<file path="config.mk">
export PLATFORM = sky130hd
export DESIGN_NAME = cs_window_avg_gen
export DESIGN_NICKNAME = d
export VERILOG_FILES = /design/src/rtl/cs_window_avg_gen.sv
export SDC_FILE = /design/constraint.sdc
export NUM_CORES = 1
export LEC_CHECK = 0
export ABC_AREA = 0
export CAP_MARGIN = 40
export CORE_UTILIZATION = 35
export DETAILED_ROUTE_END_ITERATION = 7
export GPL_ROUTABILITY_DRIVEN = 0
export PLACE_DENSITY = 0.57
export SYNTH_ARGS = -nofsm -noshare
export SYNTH_HDL_FRONTEND = slang
export SYNTH_SLANG_ARGS = --single-unit
export TNS_END_PERCENT = 20
</file>
<file path="constraint.sdc">
create_clock -name clk -period 61.3 [get_ports clk]
set_clock_uncertainty 0.05 [all_clocks]
set_input_delay 12.26 -clock clk [delete_from_list [all_inputs] [get_ports clk]]
set_output_delay 12.26 -clock clk [all_outputs]
set_load 0.02 [all_outputs]
</file>
<file path="src/rtl/cs_window_avg_gen.sv">
// cs_window_avg_gen -- sliding-window "approximate average" generator.
//
// Keeps the last DEPTH accepted samples and their running sum. For each
// accepted sample it finds X_appr, the largest windowed sample not above
// floor(sum/DEPTH), and registers Y = (X_appr*DEPTH + sum) >> SHIFT,
// saturated to OW bits.
//
// Optional feature: define CS_ROUND_EN to round half up before the shift
// (only has an effect when SHIFT > 0). Default build truncates.
//
// Ports:
//   clk      in   rising-edge clock
//   reset    in   asynchronous active-low reset
//   x_valid  in   accept X on this edge
//   X        in   [DW-1:0] sample
//   clear    in   synchronous flush, wins over x_valid
//   Y        out  [OW-1:0] result, holds between accepted samples
//   y_valid  out  one-cycle pulse for results from a full window
//   win_full out  DEPTH samples held since last reset/clear

// Per-entry qualifier: does this window entry sit at or below the average?
module cs_tap_qual #(
  parameter int DW = 8,
  parameter int SW = 12
) (
  input  logic [DW-1:0] i_ent,
  input  logic [SW-1:0] i_avg,
  output logic          o_ok
);
  assign o_ok = (SW'(i_ent) <= i_avg);
endmodule

module cs_window_avg_gen #(
  parameter int DW    = 8,
  parameter int DEPTH = 9,
  parameter int SHIFT = 3,
  parameter int OW    = 10
) (
  input  logic          clk,
  input  logic          reset,
  input  logic          x_valid,
  input  logic [DW-1:0] X,
  input  logic          clear,
  output logic [OW-1:0] Y,
  output logic          y_valid,
  output logic          win_full
);
  localparam int CW = $clog2(DEPTH + 1);
  localparam int SW = DW + $clog2(DEPTH);
  // Two spare bits: X_appr*DEPTH <= sum, so SW+1 suffices; the extra bit
  // absorbs the rounding constant without a carry-out.
  localparam int RW = SW + 2;
  localparam int EW = (RW > OW) ? RW : OW;
`ifdef CS_ROUND_EN
  localparam int RND = (SHIFT > 0) ? (1 << ((SHIFT > 0) ? (SHIFT - 1) : 0)) : 0;
`else
  localparam int RND = 0;
`endif

  logic [DEPTH-1:0][DW-1:0] r_win;
  logic [DEPTH-1:0][DW-1:0] w_win_nxt;
  logic [SW-1:0]            r_sum;
  logic [SW-1:0]            w_sum_nxt;
  logic [SW-1:0]            w_avg;
  logic [CW-1:0]            r_cnt;
  logic [CW-1:0]            w_cnt_nxt;
  logic                     w_full_nxt;
  logic [DEPTH-1:0]         w_ok;
  logic [DW-1:0]            w_xappr;
  logic [RW-1:0]            w_pre;
  logic [RW-1:0]            w_r;
  logic [EW-1:0]            w_rext;
  logic                     w_sat;
  logic [OW-1:0]            r_y;
  logic                     r_yv;
  logic                     r_full;

  // Datapath is evaluated on the post-shift window so Y includes X.
  assign w_win_nxt = {r_win[DEPTH-2:0], X};
  // Sum always covers every entry, so the subtract never borrows.
  assign w_sum_nxt = r_sum - SW'(r_win[DEPTH-1]) + SW'(X);
  assign w_avg     = w_sum_nxt / SW'(DEPTH);

  genvar g;
  generate
    for (g = 0; g < DEPTH; g++) begin : g_tap
      cs_tap_qual #(.DW(DW), .SW(SW)) u_qual (
        .i_ent (w_win_nxt[g]),
        .i_avg (w_avg),
        .o_ok  (w_ok[g])
      );
    end
  endgenerate

  // Max over qualifying entries; empty slots are 0 so they qualify trivially
  // and the result falls back to 0 when nothing else does.
  always_comb begin
    w_xappr = '0;
    for (int i = 0; i < DEPTH; i++)
      if (w_ok[i] && (w_win_nxt[i] > w_xappr)) w_xappr = w_win_nxt[i];
  end

  assign w_pre  = RW'(w_xappr) * RW'(DEPTH) + RW'(w_sum_nxt) + RW'(RND);
  assign w_r    = w_pre >> SHIFT;
  assign w_rext = EW'(w_r);
  assign w_sat  = (w_rext > EW'({OW{1'b1}}));

  assign w_cnt_nxt  = (r_cnt == CW'(DEPTH)) ? r_cnt : r_cnt + 1'b1;
  assign w_full_nxt = (w_cnt_nxt == CW'(DEPTH));

  always_ff @(posedge clk or negedge reset) begin
    if (!reset) begin
      r_win  <= '0;
      r_sum  <= '0;
      r_cnt  <= '0;
      r_y    <= '0;
      r_yv   <= 1'b0;
      r_full <= 1'b0;
    end else if (clear) begin
      // Flush drops any concurrent sample; Y keeps its last value.
      r_win  <= '0;
      r_sum  <= '0;
      r_cnt  <= '0;
      r_yv   <= 1'b0;
      r_full <= 1'b0;
    end else if (x_valid) begin
      r_win  <= w_win_nxt;
      r_sum  <= w_sum_nxt;
      r_cnt  <= w_cnt_nxt;
      r_y    <= w_sat ? {OW{1'b1}} : w_rext[OW-1:0];
      r_yv   <= w_full_nxt;
      r_full <= w_full_nxt;
    end else begin
      r_yv   <= 1'b0;
    end
  end

  assign Y        = r_y;
  assign y_valid  = r_yv;
  assign win_full = r_full;

endmodule

</file>
==> run summary <==
The run gives 61.50 ns as the required time at the endpoint of the critical path. Across the run, the number of max-cap violations was 0. The number of iterations in the first detailed-routing pass is 5. The number of slew-limit violations in the final report is 0. The setup TNS was 0 ns. TritonCTS built the clock tree. The multi-input combinational cells in the finished layout cover a total of 7620 µm². The run gives 1262 as the count of mapped cells out of synthesis. The first global-routing pass estimated 47100 µm of wire. The floorplan step defined a core boundary enclosing 30000 µm².

Most frequent cell on the critical path: sky130_fd_sc_hd__o21ai_0. The number of setup buffers added after CTS was 0; the number of enable-type register cells in the synthesized netlist was 0. The clock reaches the later pin of the worst-skew pair after 0.37 ns. The x dimension of the die was 178 µm; the post-synthesis register bit count was 100. The placed wire-length estimate after detailed placement came out at 21600 µm.

The master of the slowest instance on the critical path is sky130_fd_sc_hd__a21oi_1. The root buffer cell chosen for the clock tree is sky130_fd_sc_hd__clkbuf_16. The commonest register cell after synthesis is sky130_fd_sc_hd__dfrtp_1. Compared with the post-synthesis result, the final layout area differs by 8.51%. The flow ran to the end, and the final reports show no timing, DRC or antenna violations. The repair_antennas step left the layout with diodes totalling 0.

The netlist uses 89 different library cells. Area share of xor/xnor cells in the synthesized design: 0.0308. Summing every instance area after synthesis gives 10800 µm². After detailed routing, the number of remaining DRC violations is 0. The area share of the leading cell type in the synthesized netlist was 0.232.

For this design, the sink count on the clock tree is 100. Once the clock tree was built, the resizer swapped 0 gates to a different size. The number of buffers inserted by port buffering is 23.

In this run, post-CTS hold repair placed 0 buffers. The H-tree was split into 3 levels. The number of vias after detailed routing is 9015, and the tightest slew margin relative to the limit is 0.432. For the final-report hold violation count, the log shows 0. The worst setup path is of the input port to flop kind. The met2 routing resource usage after global routing was 0.309. Setup repair after global routing left no endpoint under its margin. In this run the count of I/O pins placed on the die edge is 24. The share of the synthesized area in compound gates (AO/OA/AOI/OAI) was 0.192; the die extent in y was 178 µm. The run gives 8793 as the via count of the first global-routing pass. The worst path needs 39.99 ns of the cycle, external delays included.

The tools report the achievable clock frequency as 0.0250 GHz. After synthesis, the largest family of logic cells by area is adder cells. The Yosys step of the flow raised 0 warnings. The tools report the effective utilization at floorplan as 0.360. The worst hold path class is flop to flop. The total detailed-routing wirelength was 28500 µm. After synthesis, the cell types taking the most area are sky130_fd_sc_hd__dfrtp_1 (23%), sky130_fd_sc_hd__ha_1 (19%), sky130_fd_sc_hd__mux2i_1 (9.3%), sky130_fd_sc_hd__nor2_1 (4.8%), sky130_fd_sc_hd__inv_1 (4.5%).

The overall global routing resource usage was 0.189; the mux contribution to synthesized area was 0.107. The worst setup path is launched from an input port. The clock-pin transition on the worst setup and hold timing paths came out at 0.08 ns. Entering global routing, the biggest net connects 59 pins.

Ranked by instance count, the synthesized netlist is headed by sky130_fd_sc_hd__ha_1 (162), sky130_fd_sc_hd__nor2_1 (138), sky130_fd_sc_hd__inv_1 (129), sky130_fd_sc_hd__dfrtp_1 (100), sky130_fd_sc_hd__mux2i_1 (100). The tools report the number of antenna violations at the first check in global routing as 0. Setup violations remaining at the end of the flow were counted as 0.

The number of fill cells is 3053. The layer with the highest usage after global routing was met2. The die covers 31500 µm².

The leading cell type by number of instances after synthesis was sky130_fd_sc_hd__ha_1. After global routing the overflow that remains totals 0. The count of nets left with antenna violations after detail routing is 0, and the post-synth net total is 1449.

The tools report the DRC violation total after the first TritonRoute iteration as 544. Across the whole layout, storage elements account for 2500 µm². The run gives 0.260 as the met1 track demand over resource in global routing. The final critical-path share of the clock period was 0.652; the share of synthesized cell area in full adder, half adder and majority cells was 0.220.

At the worst endpoint, the arrival time is 40.19 ns. In this run the worst path has a maximum fanout of 17. In this run the deepest clock path goes through 2 buffers. The worst setup path is captured at a flop. For the pin with the worst max-slew slack, the measured transition is 0.846 ns.

In this run, CTS created clock tree buffers numbering 9. Fraction of final layout cells sized beyond drive strength 1: 0.0521. The largest stage delay on the critical path is 0.68 ns, and the fraction of met3 tracks used by global routing is 0.0238. The share of synthesized area occupied by flip-flops and latches is 0.232. The via count normalized by instance count came out at 5.44. Placement row count: 63. The synthesized design spends more area on one cell type than any other, namely sky130_fd_sc_hd__dfrtp_1. The average instance in the mapped netlist occupies 8.55 µm². Together, buffers and inverters on the worst path number 16. The run gives 1450 as the final layout net count. The kind of cell adding the most delay to the critical path was compound AO/OA/AOI/OAI gates. The async set-or-reset flop fraction in the synthesized netlist works out to 1.00. Dividing the detail-routed wire length by the instance count gives 17.2 µm. The simple-gate area share of the yosys netlist came out at 0.156.
## metrics by stage
stage               cells  utilization  hold WS, ns  cell area [µm²]  worst slack [ns]
floorplan            1262            -        0.436            10800             22.48
global placement     1641        0.381        0.407            11400             22.14
detailed placement   1642        0.382        0.409            11400             21.25
CTS                  1658        0.391        0.427            11700             21.54
global route         1658        0.391        0.452            11700             18.85
finish               1658        0.391        0.421            11700             21.31
## worst register-to-register path, delay by kind of cell (launching register included)
family,cells,cell delay [ns]
buffers and inverters,14,2.42
DFF,1,0.40
adders and majority gates,18,5.90
xor gates and xnor gates,2,0.49
and+or+nand+nor,28,5.44
muxes,2,0.50
AOI/OAI and AO/OA,64,12.49
## routing by layer
metal  up-vias  wire, µm
met3        36       868
met2       163     12900
met1      4301     14100
met5         -         0
met4         0       522
li1       4515         -
## registers in the layout (all words and copies together) (netlist names)
name,flops
r_sum,12
r_cnt,4
win_full,1
r_win,72
y_valid,1
Y,10
## path summary, 6_finish.rpt
path / start / to / slack (ns) / cells after the start
max in group asynchronous: reset / r_win[27]$_DFFE_PN0P_ / 48.13 / 2
hold reg to reg: Y[5]$_DFFE_PN0P_ / Y[5]$_DFFE_PN0P_ / 0.42 / 2
setup / recovery: X[1] / Y[8]$_DFFE_PN0P_ / 21.31 / 130
hold / removal: Y[5]$_DFFE_PN0P_ / Y[5]$_DFFE_PN0P_ / 0.42 / 2
setup reg to reg: r_win[65]$_DFFE_PN0P_ / Y[8]$_DFFE_PN0P_ / 33.51 / 128
min in group asynchronous: reset / r_sum[9]$_DFFE_PN0P_ / 11.85 / 1
## logic make-up (layout without fill, tap and decap cells)
group,count (synthesis),after routing
compound gates,296,296
xor+xnor,38,38
fa+ha+maj,184,184
buf+inv,175,181
flops,100,100
mux,112,112
simple gates,357,357
## area by class of cell
type | instances | share of cell area
inverter | 131 | 0.0420
tap | 390 | 0.0417
timing repair buffer | 34 | 0.0278
clock buffer | 9 | 0.0192
clock inverter | 7 | 0.00470
sequential | 100 | 0.214
multi-input combinational | 987 | 0.651
## cells in the final DEF (no fill, tap or decap), drive strengths merged, types with 18 or more instances in the layout
cell,netlist,routed
mux2i,101,101
clkdlybuf4s50,0,20
dfrtp,100,100
nor2,138,138
o21ai,62,62
nand3,33,33
xnor2,30,30
nand2,68,68
inv,131,135
nor3,18,18
a21oi,74,74
ha,162,162
nor2b,18,18
nand2b,18,18
a21o,31,31
Power is not shown: default switching activity piles up to over one toggle a cycle in this logic, so the estimate is an artifact.
